<file path="config.mk">
export PLATFORM = sky130hd
export DESIGN_NAME = mem_stage_flat
export DESIGN_NICKNAME = d
export VERILOG_FILES = /design/src/rtl/mem_stage_if.sv /design/src/rtl/mem_stage.sv /design/src/flat_wrapper.sv
export SDC_FILE = /design/constraint.sdc
export NUM_CORES = 1
export LEC_CHECK = 0
export ABC_CLOCK_PERIOD_IN_PS = 3050
export CELL_PAD_IN_SITES_DETAIL_PLACEMENT = 0
export CELL_PAD_IN_SITES_GLOBAL_PLACEMENT = 1
export CORE_AREA = 2 2 211 213
export CTS_BUF_LIST = sky130_fd_sc_hd__clkbuf_4
export DETAILED_ROUTE_END_ITERATION = 6
export DIE_AREA = 0 0 213 215
export PLACE_DENSITY = 0.58
export SLEW_MARGIN = 25
export SYNTH_ARGS = -nofsm -noshare
export SYNTH_HDL_FRONTEND = slang
export SYNTH_SLANG_ARGS = --single-unit
</file>
<file path="constraint.sdc">
create_clock -name clk -period 3.05 [get_ports clk]
set_input_delay 0.61 -clock clk [delete_from_list [all_inputs] [get_ports clk]]
set_output_delay 0.61 -clock clk [all_outputs]
set_load 0.05 [all_outputs]
</file>
<file path="src/rtl/mem_stage_if.sv">
// Bus bundle for the memory stage: EX-side inputs, pipeline controls,
// the data-memory port, the writeback outputs and the access counters.
interface mem_stage_if;
  logic        e_valid;
  logic [3:0]  e_op;
  logic [31:0] e_addr;
  logic [31:0] e_wdata;
  logic [31:0] e_pc;
  logic [4:0]  e_rd;
  logic        hold;
  logic        flush;

  logic [31:0] dm_A;
  logic [31:0] dm_WD;
  logic        dm_WE;
  logic [3:0]  dm_BE;
  logic [31:0] dm_pc;
  logic [31:0] dm_RD;

  logic        wb_valid;
  logic        wb_we;
  logic [4:0]  wb_rd;
  logic [31:0] wb_data;
  logic [31:0] wb_pc;
  logic        wb_exc;
  logic [4:0]  wb_exc_code;

  logic [31:0] ld_cnt;
  logic [31:0] st_cnt;

  modport slave (
    input  e_valid, e_op, e_addr, e_wdata, e_pc, e_rd, hold, flush, dm_RD,
    output dm_A, dm_WD, dm_WE, dm_BE, dm_pc,
    output wb_valid, wb_we, wb_rd, wb_data, wb_pc, wb_exc, wb_exc_code,
    output ld_cnt, st_cnt
  );

  modport master (
    output e_valid, e_op, e_addr, e_wdata, e_pc, e_rd, hold, flush, dm_RD,
    input  dm_A, dm_WD, dm_WE, dm_BE, dm_pc,
    input  wb_valid, wb_we, wb_rd, wb_data, wb_pc, wb_exc, wb_exc_code,
    input  ld_cnt, st_cnt
  );
endinterface

</file>
<file path="src/rtl/mem_stage.sv">
// Pipeline memory stage: M register drives the data-memory port, loads are
// extracted/extended into the W register, misaligned accesses raise exceptions.
module mem_stage (
  input  logic        clk,
  input  logic        reset,
  mem_stage_if.slave  bus
);

  typedef enum logic [3:0] {
    OP_NONE = 4'd0,
    OP_LW   = 4'd1,
    OP_LH   = 4'd2,
    OP_LHU  = 4'd3,
    OP_LB   = 4'd4,
    OP_LBU  = 4'd5,
    OP_SW   = 4'd6,
    OP_SH   = 4'd7,
    OP_SB   = 4'd8
  } op_e;

  typedef struct packed {
    logic        valid;
    logic [3:0]  op;
    logic [31:0] addr;
    logic [31:0] wdata;
    logic [31:0] pc;
    logic [4:0]  rd;
  } m_reg_t;

  typedef struct packed {
    logic        valid;
    logic        we;
    logic [4:0]  rd;
    logic [31:0] data;
    logic [31:0] pc;
    logic        exc;
    logic [4:0]  exc_code;
  } w_reg_t;

  m_reg_t      r_m;
  w_reg_t      r_w;
  logic [31:0] r_ld_cnt;
  logic [31:0] r_st_cnt;

  logic        w_is_load;
  logic        w_is_store;
  logic        w_misaligned;
  logic [3:0]  w_be;
  logic [31:0] w_wd;
  logic [15:0] w_half;
  logic [7:0]  w_byte;
  logic [31:0] w_ld_data;
  logic        w_acc_ok;
  logic        w_dm_we;
  logic        w_ld_fire;

  // NOTE: state uses non-blocking assignments so every register samples
  // pre-edge values; reset is synchronous and outranks flush and hold.
  always_ff @(posedge clk) begin
    if (reset || bus.flush) begin
      r_m <= '0;
    end else if (!bus.hold) begin
      r_m <= '{valid: bus.e_valid, op: bus.e_op, addr: bus.e_addr,
               wdata: bus.e_wdata, pc: bus.e_pc, rd: bus.e_rd};
    end
  end

  // NOTE: every combinational output gets a default first, so no path
  // through the case statement can infer a latch.
  always_comb begin
    w_is_load    = 1'b0;
    w_is_store   = 1'b0;
    w_misaligned = 1'b0;
    w_be         = 4'b0000;
    w_wd         = r_m.wdata;
    case (r_m.op)
      OP_LW: begin
        w_is_load    = 1'b1;
        w_misaligned = |r_m.addr[1:0];
      end
      OP_LH, OP_LHU: begin
        w_is_load    = 1'b1;
        w_misaligned = r_m.addr[0];
      end
      OP_LB, OP_LBU: w_is_load = 1'b1;
      OP_SW: begin
        w_is_store   = 1'b1;
        w_misaligned = |r_m.addr[1:0];
        w_be         = 4'b1111;
      end
      OP_SH: begin
        w_is_store   = 1'b1;
        w_misaligned = r_m.addr[0];
        w_be         = r_m.addr[1] ? 4'b1100 : 4'b0011;
        w_wd         = {2{r_m.wdata[15:0]}};
      end
      OP_SB: begin
        w_is_store   = 1'b1;
        w_be         = 4'b0001 << r_m.addr[1:0];
        w_wd         = {4{r_m.wdata[7:0]}};
      end
      default: ;
    endcase
  end

  // Lane selection out of the word read at dm_A.
  assign w_half = r_m.addr[1] ? bus.dm_RD[31:16] : bus.dm_RD[15:0];

  always_comb begin
    w_byte = bus.dm_RD[7:0];
    case (r_m.addr[1:0])
      2'd1:    w_byte = bus.dm_RD[15:8];
      2'd2:    w_byte = bus.dm_RD[23:16];
      2'd3:    w_byte = bus.dm_RD[31:24];
      default: w_byte = bus.dm_RD[7:0];
    endcase
  end

  always_comb begin
    w_ld_data = '0;
    case (r_m.op)
      OP_LW:   w_ld_data = bus.dm_RD;
      OP_LH:   w_ld_data = {{16{w_half[15]}}, w_half};
      OP_LHU:  w_ld_data = {16'h0000, w_half};
      OP_LB:   w_ld_data = {{24{w_byte[7]}}, w_byte};
      OP_LBU:  w_ld_data = {24'h000000, w_byte};
      default: w_ld_data = '0;
    endcase
  end

  assign w_acc_ok  = r_m.valid && !w_misaligned;
  assign w_dm_we   = w_acc_ok && w_is_store && !bus.hold;
  assign w_ld_fire = w_acc_ok && w_is_load && !bus.hold;

  assign bus.dm_A  = r_m.addr;
  assign bus.dm_pc = r_m.pc;
  assign bus.dm_WD = w_wd;
  assign bus.dm_WE = w_dm_we;
  assign bus.dm_BE = r_m.valid ? w_be : 4'b0000;

  // A held M slot is not retired, so W sees a bubble for each hold cycle.
  always_ff @(posedge clk) begin
    if (reset || bus.hold) begin
      r_w <= '0;
    end else begin
      r_w.valid    <= r_m.valid;
      r_w.we       <= w_acc_ok && w_is_load && (r_m.rd != 5'd0);
      r_w.rd       <= r_m.rd;
      r_w.data     <= w_is_load ? w_ld_data : 32'h0;
      r_w.pc       <= r_m.pc;
      r_w.exc      <= r_m.valid && w_misaligned;
      r_w.exc_code <= (r_m.valid && w_misaligned) ? (w_is_store ? 5'd5 : 5'd4) : 5'd0;
    end
  end

  always_ff @(posedge clk) begin
    if (reset) begin
      r_ld_cnt <= '0;
      r_st_cnt <= '0;
    end else begin
      if (w_ld_fire && (r_ld_cnt != 32'hFFFF_FFFF)) r_ld_cnt <= r_ld_cnt + 32'd1;
      if (w_dm_we && (r_st_cnt != 32'hFFFF_FFFF))   r_st_cnt <= r_st_cnt + 32'd1;
    end
  end

  assign bus.wb_valid    = r_w.valid;
  assign bus.wb_we       = r_w.we;
  assign bus.wb_rd       = r_w.rd;
  assign bus.wb_data     = r_w.data;
  assign bus.wb_pc       = r_w.pc;
  assign bus.wb_exc      = r_w.exc;
  assign bus.wb_exc_code = r_w.exc_code;
  assign bus.ld_cnt      = r_ld_cnt;
  assign bus.st_cnt      = r_st_cnt;

endmodule

</file>
<file path="src/flat_wrapper.sv">
// flat-port wrapper written by rule: the top's interface ports become plain ports
module mem_stage_flat 
  (clk, reset, bus_e_valid, bus_e_op, bus_e_addr, bus_e_wdata, bus_e_pc, bus_e_rd, bus_hold, bus_flush, bus_dm_RD, bus_dm_A, bus_dm_WD, bus_dm_WE, bus_dm_BE, bus_dm_pc, bus_wb_valid, bus_wb_we, bus_wb_rd, bus_wb_data, bus_wb_pc, bus_wb_exc, bus_wb_exc_code, bus_ld_cnt, bus_st_cnt);
  mem_stage_if bus_i ();
  input  logic clk;
  input  logic reset;
  input wire logic [$bits(bus_i.e_valid)-1:0] bus_e_valid;
  input wire logic [$bits(bus_i.e_op)-1:0] bus_e_op;
  input wire logic [$bits(bus_i.e_addr)-1:0] bus_e_addr;
  input wire logic [$bits(bus_i.e_wdata)-1:0] bus_e_wdata;
  input wire logic [$bits(bus_i.e_pc)-1:0] bus_e_pc;
  input wire logic [$bits(bus_i.e_rd)-1:0] bus_e_rd;
  input wire logic [$bits(bus_i.hold)-1:0] bus_hold;
  input wire logic [$bits(bus_i.flush)-1:0] bus_flush;
  input wire logic [$bits(bus_i.dm_RD)-1:0] bus_dm_RD;
  output wire logic [$bits(bus_i.dm_A)-1:0] bus_dm_A;
  output wire logic [$bits(bus_i.dm_WD)-1:0] bus_dm_WD;
  output wire logic [$bits(bus_i.dm_WE)-1:0] bus_dm_WE;
  output wire logic [$bits(bus_i.dm_BE)-1:0] bus_dm_BE;
  output wire logic [$bits(bus_i.dm_pc)-1:0] bus_dm_pc;
  output wire logic [$bits(bus_i.wb_valid)-1:0] bus_wb_valid;
  output wire logic [$bits(bus_i.wb_we)-1:0] bus_wb_we;
  output wire logic [$bits(bus_i.wb_rd)-1:0] bus_wb_rd;
  output wire logic [$bits(bus_i.wb_data)-1:0] bus_wb_data;
  output wire logic [$bits(bus_i.wb_pc)-1:0] bus_wb_pc;
  output wire logic [$bits(bus_i.wb_exc)-1:0] bus_wb_exc;
  output wire logic [$bits(bus_i.wb_exc_code)-1:0] bus_wb_exc_code;
  output wire logic [$bits(bus_i.ld_cnt)-1:0] bus_ld_cnt;
  output wire logic [$bits(bus_i.st_cnt)-1:0] bus_st_cnt;
  assign bus_i.e_valid = bus_e_valid;
  assign bus_i.e_op = bus_e_op;
  assign bus_i.e_addr = bus_e_addr;
  assign bus_i.e_wdata = bus_e_wdata;
  assign bus_i.e_pc = bus_e_pc;
  assign bus_i.e_rd = bus_e_rd;
  assign bus_i.hold = bus_hold;
  assign bus_i.flush = bus_flush;
  assign bus_i.dm_RD = bus_dm_RD;
  assign bus_dm_A = bus_i.dm_A;
  assign bus_dm_WD = bus_i.dm_WD;
  assign bus_dm_WE = bus_i.dm_WE;
  assign bus_dm_BE = bus_i.dm_BE;
  assign bus_dm_pc = bus_i.dm_pc;
  assign bus_wb_valid = bus_i.wb_valid;
  assign bus_wb_we = bus_i.wb_we;
  assign bus_wb_rd = bus_i.wb_rd;
  assign bus_wb_data = bus_i.wb_data;
  assign bus_wb_pc = bus_i.wb_pc;
  assign bus_wb_exc = bus_i.wb_exc;
  assign bus_wb_exc_code = bus_i.wb_exc_code;
  assign bus_ld_cnt = bus_i.ld_cnt;
  assign bus_st_cnt = bus_i.st_cnt;
  mem_stage u_core (.clk(clk), .reset(reset), .bus(bus_i));
endmodule
</file>
==> flow_metrics.tcl <==
set metrics [dict create \
    status "finished, final reports clean" \
    finalMaxSlewViolations 0 \
    global_route_wire_length_before_repair_um 54800 \
    p_int_mw 5.42 \
    ys_seq_elements 244 \
    timing.clock.skew_ps 36.6 \
    post_synth.cell_area_avg_um2 9.07 \
    fin_crit_sh 0.964 \
    synthArstFlopShare 0 \
    port_buffers 380 \
    die_outline_area_um2 45800 \
    number_of_levels_the_h_tree_was_split_into 3 \
    power_switching_share 0.267 \
    synth-main-ff-cell "sky130_fd_sc_hd__dfxtp_1" \
    timing.fmax_ghz 0.340 \
    global_route.overflow_total 0 \
    clk_path_buf_depth 3 \
    drive_above_1_share 0.141 \
    placement_rows 77 \
    finalWirelength_um 36000 \
    yosys.cell_types.count 51 \
    drc 0 \
    tns_ps 0 \
    start_util 0.238 \
    yosys.area.top_type_share 0.471 \
    crit_path_max_fanout 7 \
    fraction_of_power_consumed_by_sequential_logic 0.443 \
    cts.reportedPaths.clkPinSlew_ps 60 \
    post-layout-total-power_mw 7.40 \
    grt_start_max_net_pins 71 \
    layout.cells.most_common_list "sky130_fd_sc_hd__clkdlybuf4s50_1 (349), sky130_fd_sc_hd__dfxtp_1 (241), sky130_fd_sc_hd__nor2_1 (160), sky130_fd_sc_hd__mux2i_1 (115), sky130_fd_sc_hd__clkbuf_4 (108)" \
    cts_root_buffer "sky130_fd_sc_hd__clkbuf_4" \
    tightest_slew_ps 969 \
    gp_congestion 0.785 \
    worstSkewPairLatency_ps 780 \
    cts_made_buffers 77 \
    layout.nets 1642 \
    ir_drop_mv 0.276 \
    grt_pass1_vias 9364 \
    post-place-cells 2007 \
    count_of_clock_tree_sinks 244 \
    place_ws_ps 386 \
    firstDrtPassIters 5 \
    io_pins 384 \
    p_switching_mw 1.98 \
    num_vias 9252 \
    synth_area_leader_cell "sky130_fd_sc_hd__dfxtp_1" \
    leakagePower_nw 5.88 \
    p_clk_frac 0.444 \
    worst_path_required_time_ps 2440 \
    core_area_um2 43600 \
    synth_enable_flop_cells 0 \
    finalHoldWorstSlack_ps 311 \
    finalNonFillerCells 2147 \
    rsz0062_at_grt "yes" \
    yosysWarnings 0 \
    max_cap_violations 0 \
    hold_path.startpoint "bus_hold" \
    area.growth.synth_to_final_pct 51.8 \
    ant_nets 0 \
    post_synth_main_area_contributors "sky130_fd_sc_hd__dfxtp_1 (47%), sky130_fd_sc_hd__mux2i_1 (11%), sky130_fd_sc_hd__nor2_1 (5.9%), sky130_fd_sc_hd__buf_4 (5.5%), sky130_fd_sc_hd__nand2_1 (3.4%)" \
    final.min_clock_period_ps 2940 \
    post_synthesis_instance_total 1143 \
    slew-limit-headroom 0.354 \
    arrival_ps 2330 \
    routed_via_density 4.31 \
    grt.total_usage 0.156 \
    setup_ws_ps 111 \
    routed_wire_length_per_instance_um 16.8 \
    power_density_over_the_cells_nw_per_um2 470 \
    synth_sequential_area_ratio 0.471 \
    setup.reg_to_reg.worst_slack_ps 640 \
    cts_tree "done" \
    dpl.hpwl_um 26000 \
    grt_antenna_before_repair 9 \
    crit_type "flip-flop to output port" \
    class_of_the_most_critical_hold_timing_path "primary input to flip-flop" \
    critical_path.reg2reg.startpoint "u_core.r_m[101]$_SDFFE_PP0N_" \
    start_kind "flip-flop" \
    die_h_um 215 \
    final_common_cell "sky130_fd_sc_hd__clkdlybuf4s50_1" \
    die_x_um 213 \
    synthesis.area_um2 10400 \
    dr.first_iter.drc_count 302 \
    hold_viol 0 \
    comb_power_share 0.113 \
    finalSetupViolCount 0 \
    cp-startpoint "u_core.r_m[104]$_SDFFE_PP0N_" \
    worst_setup_path_end_kind "output port" \
]
==> power groups by stage <==
| stage | clock [mW] | combinational [mW] | sequential [mW] |
|---|---|---|---|
| after floorplan | 0 | 0.449 | 3.37 |
| after global placement | 0 | 0.833 | 3.35 |
| final | 3.29 | 0.833 | 3.28 |
| after global routing | 3.66 | 0.886 | 3.29 |
| after CTS | 3.46 | 0.845 | 3.28 |
| after detailed placement | 0 | 0.836 | 3.35 |
==> timing repair <==
item | in CTS | in global routing
setup endpoints to repair | 15 | 12
hold buffers | 0 | 0
hold endpoints to repair | 0 | 0
resized for setup | 14 | 5
cloned | 1 | 0
setup buffers | 3 | 0
pin swaps | 2 | 0
==> state kept, by name, summed over array words and instances (netlist names) <==
| signal | cells |
|---|---|
| u_core.bus.wb_rd | 5 |
| u_core.bus.wb_exc | 1 |
| u_core.bus.dm_A | 32 |
| u_core.bus.wb_valid | 1 |
| u_core.r_m | 42 |
| u_core.bus.wb_exc_code | 2 |
| u_core.bus.st_cnt | 32 |
| u_core.bus.wb_pc | 32 |
| u_core.bus.wb_we | 1 |
| u_core.bus.ld_cnt | 32 |
| u_core.bus.dm_pc | 32 |
| u_core.bus.wb_data | 32 |
==> path summary, 6_finish.rpt <==
| kind | end | depth (start not counted) |
|---|---|---|
| setup reg to reg | u_core.bus.st_cnt[17]$_SDFFE_PP0P_ | 6 |
| setup / recovery | bus_dm_WD[16] | 6 |
| hold / removal | u_core.bus.wb_data[29]$_SDFF_PP0_ | 4 |
| hold reg to reg | u_core.bus.wb_rd[0]$_SDFF_PP0_ | 1 |
==> through the flow <==
stage,instance area [um2],util
4_1_cts,15700,0.360
2_1_floorplan,10400,-
5_1_grt,15700,0.361
3_3_place_gp,14700,0.337
3_5_place_dp,14700,0.337
6_report,15700,0.361
==> Yosys cell counts (all sizes together) (2+ instances only) <==
cell,number
a21boi,3
a21o,5
a21oi,54
a22oi,20
a31oi,2
and2,41
and3,9
and4,4
buf,91
clkbuf,50
dfxtp,244
ha,2
inv,14
mux2,18
mux2i,115
nand2,93
nand2b,3
nand3,29
nand3b,2
nand4,12
nor2,163
nor2b,6
nor3,23
nor3b,2
nor4,19
nor4b,7
o211ai,10
o21ai,21
o31ai,3
or2,3
or3,16
or4,8
xnor2,35
xor2,3
==> worst max-delay path, cell delays in order, from the launching register on <==
cell and delay, ps:
sky130_fd_sc_hd__dfxtp_2 350, sky130_fd_sc_hd__and3b_1 210, sky130_fd_sc_hd__and2_4 190, sky130_fd_sc_hd__nor2_4 110, sky130_fd_sc_hd__buf_6 170, sky130_fd_sc_hd__mux2_2 370, sky130_fd_sc_hd__buf_12 150
==> kinds of logic after synthesis <==
family                   share of synthesized area
other                                     0.000362
AND/OR/NAND/NOR                              0.206
XOR/XNOR                                    0.0321
flip-flops                                   0.471
AO/OA/AOI/OAI                               0.0740
buffers and inverters                       0.0841
multiplexers                                 0.131
adder cells (fa/ha/maj)                    0.00241
==> routing by layer <==
| metal | up-vias | wire [um] | global-route usage |
|---|---|---|---|
| met5 | - | 49 | 0 |
| met4 | 8 | 754 | 0.0660 |
| met3 | 60 | 3620 | 0.0780 |
| met2 | 291 | 17100 | 0.250 |
| met1 | 4292 | 14500 | 0.176 |
| li1 | 4601 | - | - |
==> area by class of cell <==
type / count / area [um2]
repair buffers: 415 / 4390
well taps: 592 / 741
inverters: 15 / 60.1
flip-flops and latches: 244 / 4890
clock inverters: 23 / 146
multi-input cells: 745 / 4700
diodes: 5 / 12.5
clock buffers: 108 / 811
fillers: 4547 / 27900
(Power assumes the default switching activity.)
